===== src/rtl/lmc_core.sv =====
// lmc_core: accumulator CPU with separate program/data RAMs, fetch/execute FSM and valid/ready I/O.
module lmc_core #(
  parameter int DATA_WIDTH = 8,
  parameter int ADDR_WIDTH = 4,
  localparam int INSTR_WIDTH = 4 + ADDR_WIDTH
) (
  input  logic                   timer555,
  input  logic                   reset_count_n,
  input  logic                   start,
  input  logic                   prog_we,
  input  logic [ADDR_WIDTH-1:0]  prog_addr,
  input  logic [INSTR_WIDTH-1:0] prog_data,
  input  logic [DATA_WIDTH-1:0]  in_data,
  input  logic                   in_valid,
  output logic                   in_ready,
  output logic [DATA_WIDTH-1:0]  out_data,
  output logic                   out_valid,
  input  logic                   out_ready,
  output logic [DATA_WIDTH-1:0]  acc,
  output logic [ADDR_WIDTH-1:0]  pc,
  output logic                   z_flag,
  output logic                   p_flag,
  output logic                   c_flag,
  output logic                   halted
);
  typedef enum logic [2:0] {IDLE, FETCH, EXEC, WAIT_IN, WAIT_OUT, HALT} state_t;
  localparam logic [3:0] OP_HLT = 4'd0, OP_ADD = 4'd1, OP_SUB = 4'd2, OP_STA = 4'd3, OP_LDA = 4'd4,
                         OP_BRA = 4'd5, OP_BRZ = 4'd6, OP_BRP = 4'd7, OP_INP = 4'd8, OP_OUT = 4'd9;
  state_t state, state_nx;
  logic [INSTR_WIDTH-1:0] pmem [2**ADDR_WIDTH];
  logic [DATA_WIDTH-1:0] dmem [2**ADDR_WIDTH];
  logic [INSTR_WIDTH-1:0] ir;
  logic [3:0] op;
  logic [ADDR_WIDTH-1:0] a;
  logic [DATA_WIDTH-1:0] mem_q;
  logic [DATA_WIDTH:0] sum, dif;
  logic idle;
  assign op = ir[INSTR_WIDTH-1 -: 4];
  assign a = ir[ADDR_WIDTH-1:0];
  assign mem_q = dmem[a];
  // top bit of the extended difference is the borrow
  assign sum = {1'b0, acc} + {1'b0, mem_q};
  assign dif = {1'b0, acc} - {1'b0, mem_q};
  assign idle = state == IDLE || state == HALT;
  assign z_flag = acc == '0;
  assign p_flag = ~acc[DATA_WIDTH-1];
  assign in_ready = state == WAIT_IN;
  assign out_valid = state == WAIT_OUT;
  assign halted = state == HALT;
  always_ff @(posedge timer555 or negedge reset_count_n)
    if (!reset_count_n) state <= IDLE;
    else state <= state_nx;
  always_comb begin
    state_nx = state;
    case (state)
      IDLE, HALT: state_nx = start ? FETCH : state;
      FETCH:      state_nx = EXEC;
      EXEC:       state_nx = op == OP_HLT ? HALT : op == OP_INP ? WAIT_IN : op == OP_OUT ? WAIT_OUT : FETCH;
      WAIT_IN:    state_nx = in_valid ? FETCH : WAIT_IN;
      WAIT_OUT:   state_nx = out_ready ? FETCH : WAIT_OUT;
      default:    state_nx = IDLE;
    endcase
  end
  always_ff @(posedge timer555 or negedge reset_count_n)
    if (!reset_count_n) begin
      pc <= '0;
      acc <= '0;
      c_flag <= 1'b0;
      out_data <= '0;
      ir <= '0;
    end else begin
      if (idle && start) pc <= '0;
      if (state == FETCH) begin
        ir <= pmem[pc];
        pc <= pc + ADDR_WIDTH'(1);
      end
      if (state == WAIT_IN && in_valid) acc <= in_data;
      if (state == EXEC)
        case (op)
          OP_ADD:  {c_flag, acc} <= sum;
          OP_SUB:  {c_flag, acc} <= dif;
          OP_LDA:  acc <= mem_q;
          OP_BRA:  pc <= a;
          OP_BRZ:  if (z_flag) pc <= a;
          OP_BRP:  if (p_flag) pc <= a;
          OP_OUT:  out_data <= acc;
          default: ;
        endcase
    end
  // RAMs carry no reset so their contents survive reset_count_n
  always_ff @(posedge timer555) begin
    if (idle && prog_we) pmem[prog_addr] <= prog_data;
    if (state == EXEC && op == OP_STA) dmem[a] <= acc;
  end
endmodule


===== config.mk =====
export PLATFORM = sky130hd
export DESIGN_NAME = lmc_core
export DESIGN_NICKNAME = d
export VERILOG_FILES = /design/src/rtl/lmc_core.sv
export SDC_FILE = /design/constraint.sdc
export NUM_CORES = 1
export LEC_CHECK = 0
export ABC_CLOCK_PERIOD_IN_PS = 3740
export CORE_MARGIN = 5
export CORE_UTILIZATION = 50
export CTS_CLUSTER_DIAMETER = 150
export CTS_CLUSTER_SIZE = 16
export DETAILED_ROUTE_END_ITERATION = 12
export GPL_TIMING_DRIVEN = 0
export PLACE_DENSITY = 0.76
export SYNTH_ARGS = -nofsm -noshare
export SYNTH_HDL_FRONTEND = slang
export SYNTH_SLANG_ARGS = --single-unit
export TNS_END_PERCENT = 10

===== constraint.sdc =====
create_clock -name timer555 -period 3.74 [get_ports timer555]
set_input_delay 0.748 -clock timer555 [delete_from_list [all_inputs] [get_ports timer555]]
set_output_delay 0.748 -clock timer555 [all_outputs]
set_load 0.01 [all_outputs]

## After elaboration in Yosys (flattened, before gate mapping)

Memories as Yosys holds them, arrays and structs flattened. A register that Yosys moved wholly into a read port is not among the register bits.
Cells that the tools add are included.

| cells by class | value |
|---|---|
| add/subtract/negate cells | 3 |
| bitwise gates (word level) | 1 |
| eq/ne operators | 15 |
| multiplexer cells | 21 |
| reduce and logical (&&, ||, !) cells | 13 |

Operators by type and width:

| kind | count |
|---|---|
| $pmux 8 s3 | 1 |
| $mux 4 | 5 |
| $eq 4x3->1 const B | 4 |
| $mux 8 | 2 |
| $mux 3 | 5 |
| $pmux 3 s5 | 1 |
| $pmux 4 s3 | 1 |
| $add 8x8->9 | 1 |
| $sub 8x8->9 | 1 |
| $eq 4x2->1 const B | 2 |
| $eq 4x4->1 const B | 2 |
| $logic_not 8->1 | 1 |
| $eq 3x2->1 const B | 2 |
| $eq 3x3->1 const B | 2 |
| $add 4x1->4 const B | 1 |
| $eq 4x1->1 const B | 1 |
| $logic_and 1x1->1 | 4 |
| $logic_not 4->1 | 1 |
| $mux 1 | 4 |
| $reduce_and 2->1 | 2 |
| $eq 3x1->1 const B | 1 |
| $logic_not 3->1 | 1 |
| $mux 2 | 1 |
| $ne 2x2->1 const B | 1 |
| other kinds (6) | 6 |

| word-level totals | value |
|---|---|
| memory bits (writable) | 256 |
| register bits after elaboration | 24 |
| input port bits | 26 |
| output and inout bits | 26 |
| memories kept | 2 |
| word-level logic and storage cells | 60 |

Memory list:

| name | depth | bits a word | rd ports | clocked after Yosys merged registers in | wr ports | RTL line | source |
|---|---|---|---|---|---|---|---|
| dmem | 16 | 8 | 1 | 0 | 1 | 31 | `logic [DATA_WIDTH-1:0] dmem [2**ADDR_WIDTH];` |
| pmem | 16 | 8 | 1 | 1 | 1 | 30 | `logic [INSTR_WIDTH-1:0] pmem [2**ADDR_WIDTH];` |

## Logic depth before layout (Yosys ltp)

| logic depth | value |
|---|---|
| word-level depth | 8 |
| mapped depth | 13 |
| depth with buffers taken out | 10 |

## Worst setup path after synthesis

No wires, ideal clock.

| path | value |
|---|---|
| path type | register -> register |
| start | reg ir[0] (read register of pmem) |
| end | reg c_flag |
| data required time | 3.618 ns |
| clock period less this slack | 3.570 ns |
| data arrival time | 3.449 ns |
| path slack | 0.170 ns |
| cell stages (with the launch flop) | 12 |
| buffers on the path | 2 |
| library setup time | 0.122 ns |
| cell sequence | dfrtp_1 -> buf_6 -> buf_12 -> mux4_2 -> mux4_2 -> ha_1 -> fa_1 -> nor3b_1 -> nor3_1 -> o31ai_1 -> a2111o_1 -> a32o_1 |

| between the ends | value |
|---|---|
| word-level cells in the longest chain between the ends | 3 |
| elaborated cells between the ends (all ways) | 4 |
| those cells by class | add/sub (2); mux (1); memory (1) |

Ends and longest elaborated chain:

| item | RTL line | source |
|---|---|---|
| from (decl) | 32 | `logic [INSTR_WIDTH-1:0] ir;` |
| $mem_v2 16x8 * | n/a |  |
| $sub 8x8->9 / $add 8x8->9 (equally long branches) | 43, 42 |  |
| $pmux 1 s2 * | 79 | `case (op)` |
| to (signal assigned) | 80 | `OP_ADD: {c_flag, acc} <= sum;` |
| to (signal assigned) | 81 | `OP_SUB: {c_flag, acc} <= dif;` |
| to (decl) | 23 | `output logic c_flag,` |

Every way passes the cells marked *; elsewhere a longest branch is shown, timed or not.
A chain may end at the register's enable or synchronous reset.

## Final worst setup path

Same ends and word-level chain as after synthesis.

==> flow_summary.toml <==
[synth]
synth_edf_count = 256
ys_seq_elements = 288
synthFlopType = "edfxtp_1"
ys_top_cells_by_area = "edfxtp_1 (62%), mux4_2 (11%), dfrtp_1 (6.5%)"
yosysWarningCount = 0
ys_async_sr_fraction_pct = 11.1
synth_seq_area_share_pct = 68.4
avgSynthCellArea_um2 = 18.2
synth_top_area_cell = "edfxtp_1"
yosysTopAreaCellShare_pct = 61.9
syn-cell-area_um2 = 12400
syn_nets = 729
synthCells = 683
ys_types = 65

[cts]
clk-insertion-delay-late_ps = 510
ctsLongestPathBuffers = 3
htreeDepth = 1
clock_sinks = 288
clk_pin_slew_worst_paths_ps = 80
cts_root_buf = "clkbuf_16"
cts_buffers = 21
cts_hold_buf = 0
cts_tree = "built"

[worst_setup_path]
path_cells = "buf_8, buf_12, mux4_2, mux4_2, ha_4, fa_2, nor3b_1, nor3_2, o31ai_2, a2111o_1, a32o_1"
startpoint_type = "flop"
crit_path_max_incr_delay_ps = 550
critPathCaptureType = "flop"
crit_required_ps = 4140
worst_r2r_endpoint = "c_flag$_DFFE_PN0P_"
rr_worst_depth = 11
worstSetupPathType = "reg -> reg"
slowest_stage = "mux4_2"
critPathMaxFanout = 6
reg2reg_from = "ir[0]$_DFFE_PN0P_"
r2r_slack_ps = 110
cp.arrival_ps = 4030
cp_common_cell = "mux4_2"

[placed_design]
dp_slack_ps = -409
dp_hpwl_mm = 17.8
port_buffers = 51
gp_congestion = 0.947

[pwr]
p_per_area_nw_per_um2 = 787
vdd_ir_drop_max_mv = 0.526
p_total_mw = 11.1
power_leakage_nw = 4.75

[drt]
drtIter0Drc = 621
drc = 0
routed_via_density = 6.06
drt_wl_total_mm = 26.6
ant_nets = 0
via_count = 6728
drt-wirelength-per-cell_um = 23.9
dr.pass1.iters = 7

[timing]
setup_viol = 0
finalCritPeriodShare_pct = 97.1
fmax_mhz = 275
fin_ws_ps = 108
period_needed_ps = 3630
worst_slew_pin_slew_ps = 1430
slew_violations = 0
slew_headroom_pct = 4.16
whs_ps = 311
fin_skew_ps = 18.5
timing.final.hold_violations = 0

[job]
cap_violations = 0

[die]
die-area_um2 = 28100
num_rows = 57
ios = 52
core_area_um2 = 24400
die_x_um = 168
initial_core_util_pct = 50.9
die_y_um = 168

[global_route]
grt_pass1_wl_mm = 40.4
antenna_found_initial = 0
grt_max_degree = 33
gr-total-overflow = 0
first_global_vias = 6854
grtUsageTotal_pct = 18.4

[cells_and_area]
n_antenna_cell = 0
syn_to_final_growth_pct = 13.7
final_nets = 818
n_fill_cell = 1808
layout-drive-gt1-share_pct = 19.3

[outcome]
status = "complete, no violations"

[worst_hold_path]
worstHoldPathType = "in -> async"
==> worst max-delay path: cells and delay by family, from the launching register on <==
family                     cells  cell delay [ps]
adders and majority gates      2              550
DFF                            1              430
muxes                          2             1090
buffers and inverters          2              270
and+or+nand+nor                2              420
AOI/OAI and AO/OA              3              760
==> timing repair <==
action	4_1_cts	5_1_grt
setup endpoints to repair	3	4
pin swaps	1	4
resized for setup	7	14
setup buffers	5	11
==> registers in the layout, summed over array words and instances (netlist names) <==
name and count:
ir 8, state 3, c_flag 1, pmem 128, acc 8, dmem 128, out_data 8, pc 4
==> cells by family after synthesis <==
logic type      after synthesis  synth area share, %
compound gates               70                 3.92
xor+xnor                      4                0.282
flops                       288                 68.4
simple gates                127                 5.31
buf+inv                      57                 2.18
mux                         117                 17.8
fa+ha+maj                    20                 2.14
==> layout make-up <==
type / instances / area (um^2) / share of cell area [%]
sequential: 288 / 8490 / 60.1
multi-input combinational: 338 / 3690 / 26.2
timing repair buffer: 68 / 653 / 4.63
clock buffer: 37 / 586 / 4.15
tap: 324 / 405 / 2.87
buffer: 32 / 200 / 1.42
inverter: 23 / 90.1 / 0.638
==> placed cells by master (no fill, tap or decap), types with 4 or more instances in the layout <==
master,instances
edfxtp_1,256
mux4_2,61
clkdlybuf4s50_1,50
nor2_1,40
clkbuf_1,34
dfrtp_1,32
nand2_1,26
clkbuf_16,21
inv_1,20
mux2i_1,20
mux2_2,20
buf_4,17
ha_1,16
mux4_1,15
o21ai_0,15
a21oi_1,14
nor3_1,10
nand2b_1,7
nor2b_1,5
or4_1,5
buf_2,4
nor4_1,4
a32oi_1,4
==> cells in the mapped netlist, types with 4 or more instances <==
master,n
nand2_1,26
a32oi_1,4
clkbuf_1,21
inv_1,21
mux4_1,15
mux2_2,21
nor4_1,4
buf_2,5
mux4_2,61
ha_1,18
nor2b_1,5
or4_1,5
a21oi_1,15
nand2b_1,7
edfxtp_1,256
dfrtp_1,32
o31ai_1,4
o21ai_0,15
nor2_1,40
mux2i_1,20
buf_6,4
nor3_1,12
==> power by group <==
group / internal (mW) / total, mW / switching (mW)
Combinational: 2.27 / 4.68 / 2.41
Clock: 1.06 / 2.08 / 1.02
Sequential: 3.91 / 4.35 / 0.433
Total: 7.24 / 11.1 / 3.86
==> metrics by stage <==
step	utilization, %	cell area [um^2]	TNS, ps	std cells
finish	57.9	14100	0	1110
detailed placement	54.7	13300	-776	1059
CTS	57.3	14000	0	1101
floorplan	-	12400	0	683
global placement	54.6	13300	-370	1058
global route	57.9	14100	-13.2	1110
==> layer usage <==
layer  track usage, %  vias to the layer above  routed length [um]
li1                 -                     2944                   -
met1             24.0                     3476               10600
met3             2.76                       42                1460
met5                0                        -                   0
met2             33.1                      266               14000
met4             4.16                        0                 537
==> how the worst max path moves through the flow <==
stage	from	to	depth (start not counted)	slack, ps
after detailed placement	ir[1]$_DFFE_PN0P_	c_flag$_DFFE_PN0P_	11	-410
after CTS	ir[0]$_DFFE_PN0P_	c_flag$_DFFE_PN0P_	11	10
after global routing	ir[0]$_DFFE_PN0P_	c_flag$_DFFE_PN0P_	14	-9
after floorplan	ir[0]$_DFFE_PN0P_	c_flag$_DFFE_PN0P_	11	170
after global placement	ir[1]$_DFFE_PN0P_	c_flag$_DFFE_PN0P_	11	-290
final	ir[0]$_DFFE_PN0P_	c_flag$_DFFE_PN0P_	11	110
Power figures use the tool's default switching activity.
